--- config.mk ---
export PLATFORM = sky130hd
export DESIGN_NAME = rat_flag_unit
export DESIGN_NICKNAME = d
export VERILOG_FILES = /design/src/rtl/rat_pkg.sv /design/src/rtl/rat_pend_counter.sv /design/src/rtl/rat_flag_unit.sv
export SDC_FILE = /design/constraint.sdc
export NUM_CORES = 1
export LEC_CHECK = 0
export ABC_CLOCK_PERIOD_IN_PS = 1200
export CORE_ASPECT_RATIO = 0.8
export CORE_MARGIN = 2
export CORE_UTILIZATION = 25
export DETAILED_ROUTE_END_ITERATION = 10
export GPL_ROUTABILITY_DRIVEN = 1
export PLACE_DENSITY = 0.63
export SYNTH_ARGS = -nofsm -noshare
export SYNTH_HDL_FRONTEND = slang
export SYNTH_SLANG_ARGS = --single-unit
--- constraint.sdc ---
create_clock -name CLK -period 1.2 [get_ports CLK]
set_input_delay 0.18 -clock CLK [delete_from_list [all_inputs] [get_ports CLK]]
set_output_delay 0.18 -clock CLK [all_outputs]
set_load 0.005 [all_outputs]
--- src/rtl/rat_pkg.sv ---
// Shared types and constants for the RAT CPU flag datapath.
package rat_pkg;

    typedef struct packed {
        logic c;
        logic z;
    } flag_t;

    localparam flag_t FLAG_RST     = '{c: 1'b0, z: 1'b0};
    localparam int    MAX_PEND_DEF = 3;
    localparam int    PEND_W       = $clog2(MAX_PEND_DEF + 1);

endpackage

--- src/rtl/rat_pend_counter.sv ---
// Saturating up/down in-flight counter with flush and a registered busy flag.
module rat_pend_counter #(
    parameter int MAX = 3,
    parameter int W   = $clog2(MAX + 1)
) (
    input  logic         clk,
    input  logic         rst,
    input  logic         inc,
    input  logic         dec,
    input  logic         flush,
    output logic [W-1:0] count,
    output logic         busy
);

    localparam logic [W-1:0] MAX_CNT = W'(MAX);

    logic [W-1:0] cnt_nxt;

    // Flush wins; inc and dec together cancel; saturate at both ends.
    always_comb begin
        cnt_nxt = count;
        if (flush)
            cnt_nxt = '0;
        else if (inc && !dec && count != MAX_CNT)
            cnt_nxt = count + 1'b1;
        else if (dec && !inc && count != '0)
            cnt_nxt = count - 1'b1;
    end

    always_ff @(posedge clk or posedge rst) begin
        if (rst) begin
            count <= '0;
            busy  <= 1'b0;
        end else begin
            count <= cnt_nxt;
            busy  <= (cnt_nxt != '0);
        end
    end

endmodule

--- src/rtl/rat_flag_unit.sv ---
// C/Z/I flag owner: ALU updates, set/clear ops, interrupt shadow save/restore
// and in-flight flag-writer tracking for branch hold in decode.
module rat_flag_unit
    import rat_pkg::*;
#(
    parameter int MAX_PEND = MAX_PEND_DEF,
    parameter int PW       = $clog2(MAX_PEND + 1)
) (
    input  logic          CLK,
    input  logic          RST,
    input  logic          ALU_C,
    input  logic          ALU_Z,
    input  logic          FLG_C_LD,
    input  logic          FLG_Z_LD,
    input  logic          FLG_C_SET,
    input  logic          FLG_C_CLR,
    input  logic          I_SET,
    input  logic          I_CLR,
    input  logic          INTR_ACK,
    input  logic          RETIE,
    input  logic          FLG_ISSUE,
    input  logic          FLG_RETIRE,
    input  logic          FLUSH,
    output logic          C_FLAG,
    output logic          Z_FLAG,
    output logic          I_FLAG,
    output logic          C_FWD,
    output logic          Z_FWD,
    output logic          FLG_BUSY,
    output logic          SHAD_ERR,
    output logic          SHAD_VALID,
    output logic [PW-1:0] PEND_CNT
);

    flag_t flg;
    flag_t shad;
    flag_t flg_nxt;
    logic  i_reg;
    logic  shad_valid;
    logic  shad_err;

    always_comb begin
        flg_nxt = flg;
        if (RETIE)
            flg_nxt.c = shad.c;
        else if (FLG_C_SET)
            flg_nxt.c = 1'b1;
        else if (FLG_C_CLR)
            flg_nxt.c = 1'b0;
        else if (FLG_C_LD)
            flg_nxt.c = ALU_C;

        if (RETIE)
            flg_nxt.z = shad.z;
        else if (FLG_Z_LD)
            flg_nxt.z = ALU_Z;
    end

    // The shadow captures the next-state flags so a same-cycle ALU write is kept.
    // INTR_ACK owns I and the shadow when it coincides with RETIE.
    always_ff @(posedge CLK or posedge RST) begin
        if (RST) begin
            flg        <= FLAG_RST;
            shad       <= FLAG_RST;
            i_reg      <= 1'b0;
            shad_valid <= 1'b0;
            shad_err   <= 1'b0;
        end else begin
            flg <= flg_nxt;
            if (INTR_ACK) begin
                shad       <= flg_nxt;
                shad_valid <= 1'b1;
                i_reg      <= 1'b0;
                if (shad_valid)
                    shad_err <= 1'b1;
            end else if (RETIE) begin
                shad_valid <= 1'b0;
                i_reg      <= 1'b1;
            end else if (I_CLR) begin
                i_reg <= 1'b0;
            end else if (I_SET) begin
                i_reg <= 1'b1;
            end
        end
    end

    rat_pend_counter #(
        .MAX (MAX_PEND),
        .W   (PW)
    ) u_pend (
        .clk   (CLK),
        .rst   (RST),
        .inc   (FLG_ISSUE),
        .dec   (FLG_RETIRE),
        .flush (FLUSH),
        .count (PEND_CNT),
        .busy  (FLG_BUSY)
    );

    assign C_FLAG     = flg.c;
    assign Z_FLAG     = flg.z;
    assign I_FLAG     = i_reg;
    assign C_FWD      = flg_nxt.c;
    assign Z_FWD      = flg_nxt.z;
    assign SHAD_ERR   = shad_err;
    assign SHAD_VALID = shad_valid;

endmodule

==> metrics, run 1 <==
critical path class=reg2out; GPL Wtd Cong=0.733; clock slew at reported path FFs=0.06 ns; xor/xnor share of the synthesized area=0%; met3 WL post-DR=72 um; final wirelength=1260 um; Synth area leader=dfrtp_1; post-synthesis net count=56; GRT overflow=0; Setup-failing EPs final=6; DRT iter0 DRCs=5; Num CTS Buffers=3; Synth area leaders=dfrtp_1 52%, mux2_2 9.4%, ha_1 5.2%; top cell type's share of synthesized area=52.2%; f_max=677 MHz; Met1 Wirelength=479 um; CTS Hold Bufs=0; H-tree Lvls=1; dpl cells=92; Adder-Cell Fraction of Synth Area=5.22%; DR top layer=met4; Buffers on Ports=24; most common cell in the netlist=dfrtp_1; share of async-settable or async-resettable flops after synthesis=100%; worst vdd ir=0.558 mV; num rows=14; Initial Utilization=26.1%; Boundary Pins=25; Comb pwr share=36.7%; share of cells above drive strength 1=40.0%; Yosys Warn Count=0; Setup Skew=0.00406 ns; Worst setup EP type=output port; Total GRT Usage=14.0%; post-route clock period utilization=123%; antenna violations before repair=0; Post-Synthesis Cells=39; Post-synth EDFFs=0; crit start category=flop; worst skew pair latency=0.26 ns; final core utilization=49.9%; dpl ws=-0.653 ns; crit path max fanout=2; Crit path required time=1.02 ns; Yosys reg bits=10; post-synthesis compound-gate area fraction=13.1%; main combinational cell family by area after synthesis=multiplexers; clock share of power=22.3%; CTS root buffer=clkbuf_4; total power=998 uW; CTS tree=done; die width=53.0 um; most frequent cells after synthesis=10 x dfrtp_1, 4 x inv_1, 4 x mux2_2; first-pass GRT wire length=2170 um; HP Class=in2async; Seq pwr share=40.9%; simple-gate share of the synthesized area=9.66%; post-route ant nets=0; met2 WL=697 um; setup ws final=-0.277 ns; R2R setup slack=-0.12 ns; Psw=265 uW; via count=437; Finished Layout Cells=99; Die Span Y=43.2 um; core area=1840 um2; die area=2290 um2; Detail Placement HPWL=831 um; Worst R2R Path Depth=5; fillers=188; first drt pass iteration count=4; drt wl/cell=12.7 um; Max Cap Viol=0; max-slew violation total from the final report=0; vias in the first global route=521; mean post-synth cell area=12.3 um2; Layout area overhead=91.4%; Post-Syn Area=479 um2; Seq/Total Area, Yosys=52.2%; final hold vios=0; Sw Ratio=26.5%; arrival time worst endpoint=1.30 ns; clk sinks=10; maximum number of pins on one net before global-route repair=11; Internal=733 uW; drt via density=4.41; min cycle time layout=1.48 ns; Leakage=0.415 nW; n_diodes=0; final setup TNS=-0.774 ns; Yosys cell types=19; Final #Nets=94; drc violations=0; Tightest Pin Transition=0.360 ns; violated checks=negative setup slack; cell area power density=1090 nW/um2; mux share of post-synthesis cell area=16.7%; RSZ-0062 raised after global routing=yes; Rel. slew slack=76.0%; worst-case clock buffer depth=2; Top FF cell, synth=dfrtp_1; status=finished with violations
-- power groups by stage --
stage	Clock [mW]	Sequential (mW)	Combinational, mW
6_report	0.223	0.408	0.367
5_1_grt	0.253	0.414	0.399
4_1_cts	0.237	0.408	0.344
3_5_place_dp	0	0.414	0.289
3_3_place_gp	0	0.414	0.286
2_1_floorplan	0	0.414	0.110
-- cell type report --
type	instances	area [um2]	area share (%)
repair buffers	33	313	34.1
inverters	4	15.0	1.64
multi-input cells	25	287	31.2
clock buffers	3	22.5	2.46
flip-flops and latches	10	250	27.3
well taps	24	30.0	3.27
-- stage by stage --
step	hold slack, ns	area (um2)
2_1_floorplan	0.0202	485
3_3_place_gp	0.443	793
3_5_place_dp	0.467	793
4_1_cts	0.175	905
5_1_grt	0.207	917
6_report	0.178	917
-- logic make-up (layout without fill, tap and decap cells) --
kind of cell	after synthesis	after routing
AOI/OAI and AO/OA	9	9
DFF	10	10
muxes	7	7
adders and majority gates	2	2
and+or+nand+nor	7	7
buffers and inverters	4	40
-- worst max-delay path: stages (launching register included) --
cell     delay [ns]
dfrtp_1        0.38
mux2_4         0.27
mux2_4         0.27
buf_6          0.12
-- registers in the layout (all words and copies together) (netlist names) --
name,flops
shad,2
C_FLAG,1
u_pend.count,2
I_FLAG,1
SHAD_ERR,1
u_pend.busy,1
Z_FLAG,1
SHAD_VALID,1
-- per-layer routing --
layer	global-route usage [%]	vias to the layer above
met2	25.3	17
met5	0	-
met4	6.15	0
li1	-	209
met3	5.63	2
met1	13.7	209
-- timing repair --
item,in CTS,in global routing
setup endpoints to repair,13,6
setup buffers,4,1
pin swaps,4,1
resized for setup,35,5
-- final timing paths --
| kind | startpoint | to |
|---|---|---|
| worst min register to register | SHAD_ERR | SHAD_ERR |
| worst min-delay path | RST | shad[1] |
| worst max register to register | u_pend.count[0] | u_pend.busy |
| max in group asynchronous | RST | u_pend.busy |
| worst max-delay path | Z_FLAG | Z_FWD |
| min in group CLK | FLG_Z_LD | shad[0] |
-- placed cells by master (no fill, tap or decap), drive strengths merged --
cell type       n
nor2            1
a211oi          1
clkbuf          3
or2             1
o22ai           1
dfrtp          10
clkdlybuf4s15   1
nor3            1
nand2b          1
o21bai          2
nor3b           1
mux2            5
a31o            1
ha              2
mux2i           2
nand2           1
buf            12
dlygate4sd2     8
inv             4
a21o            2
a21oi           2
clkdlybuf4s50  12
nor4b           1
(Power assumes the default switching activity.)
==> run 2, diff against run 1 <==
--- a/config.mk
+++ b/config.mk
@@ -6,12 +6,15 @@
 export NUM_CORES = 1
 export LEC_CHECK = 0
 export ABC_CLOCK_PERIOD_IN_PS = 1200
-export CORE_ASPECT_RATIO = 0.8
+export CELL_PAD_IN_SITES_DETAIL_PLACEMENT = 0
+export CELL_PAD_IN_SITES_GLOBAL_PLACEMENT = 1
+export CORE_ASPECT_RATIO = 1.25
 export CORE_MARGIN = 2
 export CORE_UTILIZATION = 25
+export CTS_CLUSTER_SIZE = 25
 export DETAILED_ROUTE_END_ITERATION = 10
 export GPL_ROUTABILITY_DRIVEN = 1
-export PLACE_DENSITY = 0.63
+export PLACE_DENSITY = 0.78
 export SYNTH_ARGS = -nofsm -noshare
 export SYNTH_HDL_FRONTEND = slang
 export SYNTH_SLANG_ARGS = --single-unit
==> metrics, run 2 (synthesis gave the netlist of run 1 again) <==
worst-case clock buffer depth=2 (unchanged); num rows=17 (was 14); DRT iter0 DRCs=0 (was 5); cell area power density=1070 nW/um2 (was 1090 nW/um2); Layout area overhead=93.2% (was 91.4%); Worst setup EP type=output port (unchanged); die area=2290 um2 (unchanged); CTS root buffer=clkbuf_4 (unchanged); crit path max fanout=2 (unchanged); most common cell after layout, fill and taps aside=clkdlybuf4s50_1 (unchanged); post-route ant nets=0 (unchanged); most frequent cells in the layout=12 x clkdlybuf4s50_1, 10 x dfrtp_1, 8 x dlygate4sd2_1 (unchanged); fillers=167 (was 188); Boundary Pins=25 (unchanged); Crit path required time=1.02 ns (about the same); dpl cells=89 (was 92); status=finished with violations (unchanged); Placed Area=802 um2 (was 793 um2); Setup Skew=0.000225 ns (was 0.00406 ns); worst hold slack=0.206 ns (was 0.178 ns); area of the multi-input gates=294 um2 (was 287 um2); Die Span Y=53.0 um (was 43.2 um); Tightest Pin Transition=0.382 ns (was 0.360 ns); GRT overflow=0 (unchanged); biggest regs=shad: 2 flops, u_pend.count: 2 flops (unchanged); n_diodes=0 (unchanged); Num CTS Buffers=3 (unchanged); first drt pass iteration count=1 (was 4); worst skew pair latency=0.25 ns (was 0.26 ns); RSZ-0062 raised after global routing=yes (unchanged); antenna violations before repair=0 (unchanged); FF/Latch Area=250 um2 (unchanged); Detail Placement HPWL=849 um (was 831 um); arrival time worst endpoint=1.28 ns (was 1.30 ns); die width=43.2 um (was 53.0 um); worst vdd ir=0.348 mV (was 0.558 mV); drc violations=0 (unchanged); post-route clock period utilization=122% (was 123%); via count=460 (was 437); Buffers on Ports=24 (unchanged); H-tree Lvls=1 (unchanged); Total GRT Usage=12.2% (was 14.0%); maximum number of pins on one net before global-route repair=11 (unchanged); setup ws final=-0.261 ns (was -0.277 ns); clock slew at reported path FFs=0.06 ns (about the same); CTS tree=done (unchanged); Max Cap Viol=0 (unchanged); critical path class=reg2out (unchanged); Leakage=0.430 nW (was 0.415 nW); Initial Utilization=26.8% (was 26.1%); design area=926 um2 (was 917 um2); HP Class=in2async (unchanged); clk sinks=10 (unchanged); GPL Wtd Cong=0.725 (was 0.733); crit start category=flop (unchanged); core area=1790 um2 (was 1840 um2); max-slew violation total from the final report=0 (unchanged); vias in the first global route=506 (was 521); min cycle time layout=1.46 ns (was 1.48 ns); Setup-failing EPs final=6 (unchanged); first-pass GRT wire length=2040 um (was 2170 um); Rel. slew slack=74.5% (was 76.0%); drt wl/cell=13.1 um (was 12.7 um); drt via density=4.79 (was 4.41); violated checks=negative setup slack (unchanged); f_max=685 MHz (was 677 MHz); final hold vios=0 (unchanged); final wirelength=1260 um (unchanged); worst flop-to-flop path startpoint=u_pend.count[0] (unchanged); final core utilization=51.8% (was 49.9%); share of cells above drive strength 1=46.8% (was 40.0%); CP startpoint=Z_FLAG (unchanged); Finished Layout Cells=96 (was 99); total power=993 uW (was 998 uW); Final #Nets=96 (was 94)
==> run 2: changes by cell type in the layout (fill, tap and decap cells not counted), sizes merged <==
cell           delta
buf               +1
clkdlybuf4s15     -1
clkbuf            +2
==> run 2: report_power, final <==
part	switching (mW)	total [mW]	internal [mW]
combinational	0.134	0.372	0.238
clock	0.0985	0.213	0.115
sequential	0.0254	0.408	0.382
total	0.258	0.993	0.735
==> run 2: worst max-delay path, stage by stage, from the launching register on <==
cell and delay (ns):
dfrtp_1 0.37, mux2_4 0.27, mux2_4 0.27, buf_6 0.12
==> run 2: routing by layer <==
metal  GRT usage [%]  wire length, um
met3            3.75              113
met2            21.9              679
met1            11.9              448
met4            7.58               18
met5               0                0
==> run 2: what timing repair did <==
item                                    in CTS  in global routing
setup buffers                                3                  2
pin swaps                                    4                  4
hold buffers                                 0                  0
endpoints found under the setup margin      13                  9
hold endpoints to repair                     0                  0
gates resized for setup                     35                  8
==> run 2: per-stage QoR <==
stage	setup TNS, ns	worst slack [ns]
after detailed placement	-2.58	-0.666
after global routing	-1.27	-0.310
after global placement	-2.41	-0.654
after floorplan	-0.160	-0.0925
after CTS	-0.983	-0.274
final	-0.931	-0.261
==> run 2: final timing paths <==
check,end,depth (start not counted),slack (ns)
worst max-delay path,Z_FWD,3,-0.26
worst min-delay path,C_FLAG,2,0.21
worst max register to register,u_pend.busy,5,-0.14
worst min register to register,SHAD_ERR,1,0.45
max in group asynchronous,Z_FLAG,2,0.72
min in group CLK,SHAD_ERR,1,0.45
==> run 2: area by class of cell <==
type / count / share of cell area (%)
Clock buffer: 3 / 2.43
Inverter: 4 / 1.62
Multi-Input combinational cell: 25 / 31.8
Sequential cell: 10 / 27.0
Tap cell: 19 / 2.57
Timing Repair Buffer: 35 / 34.6
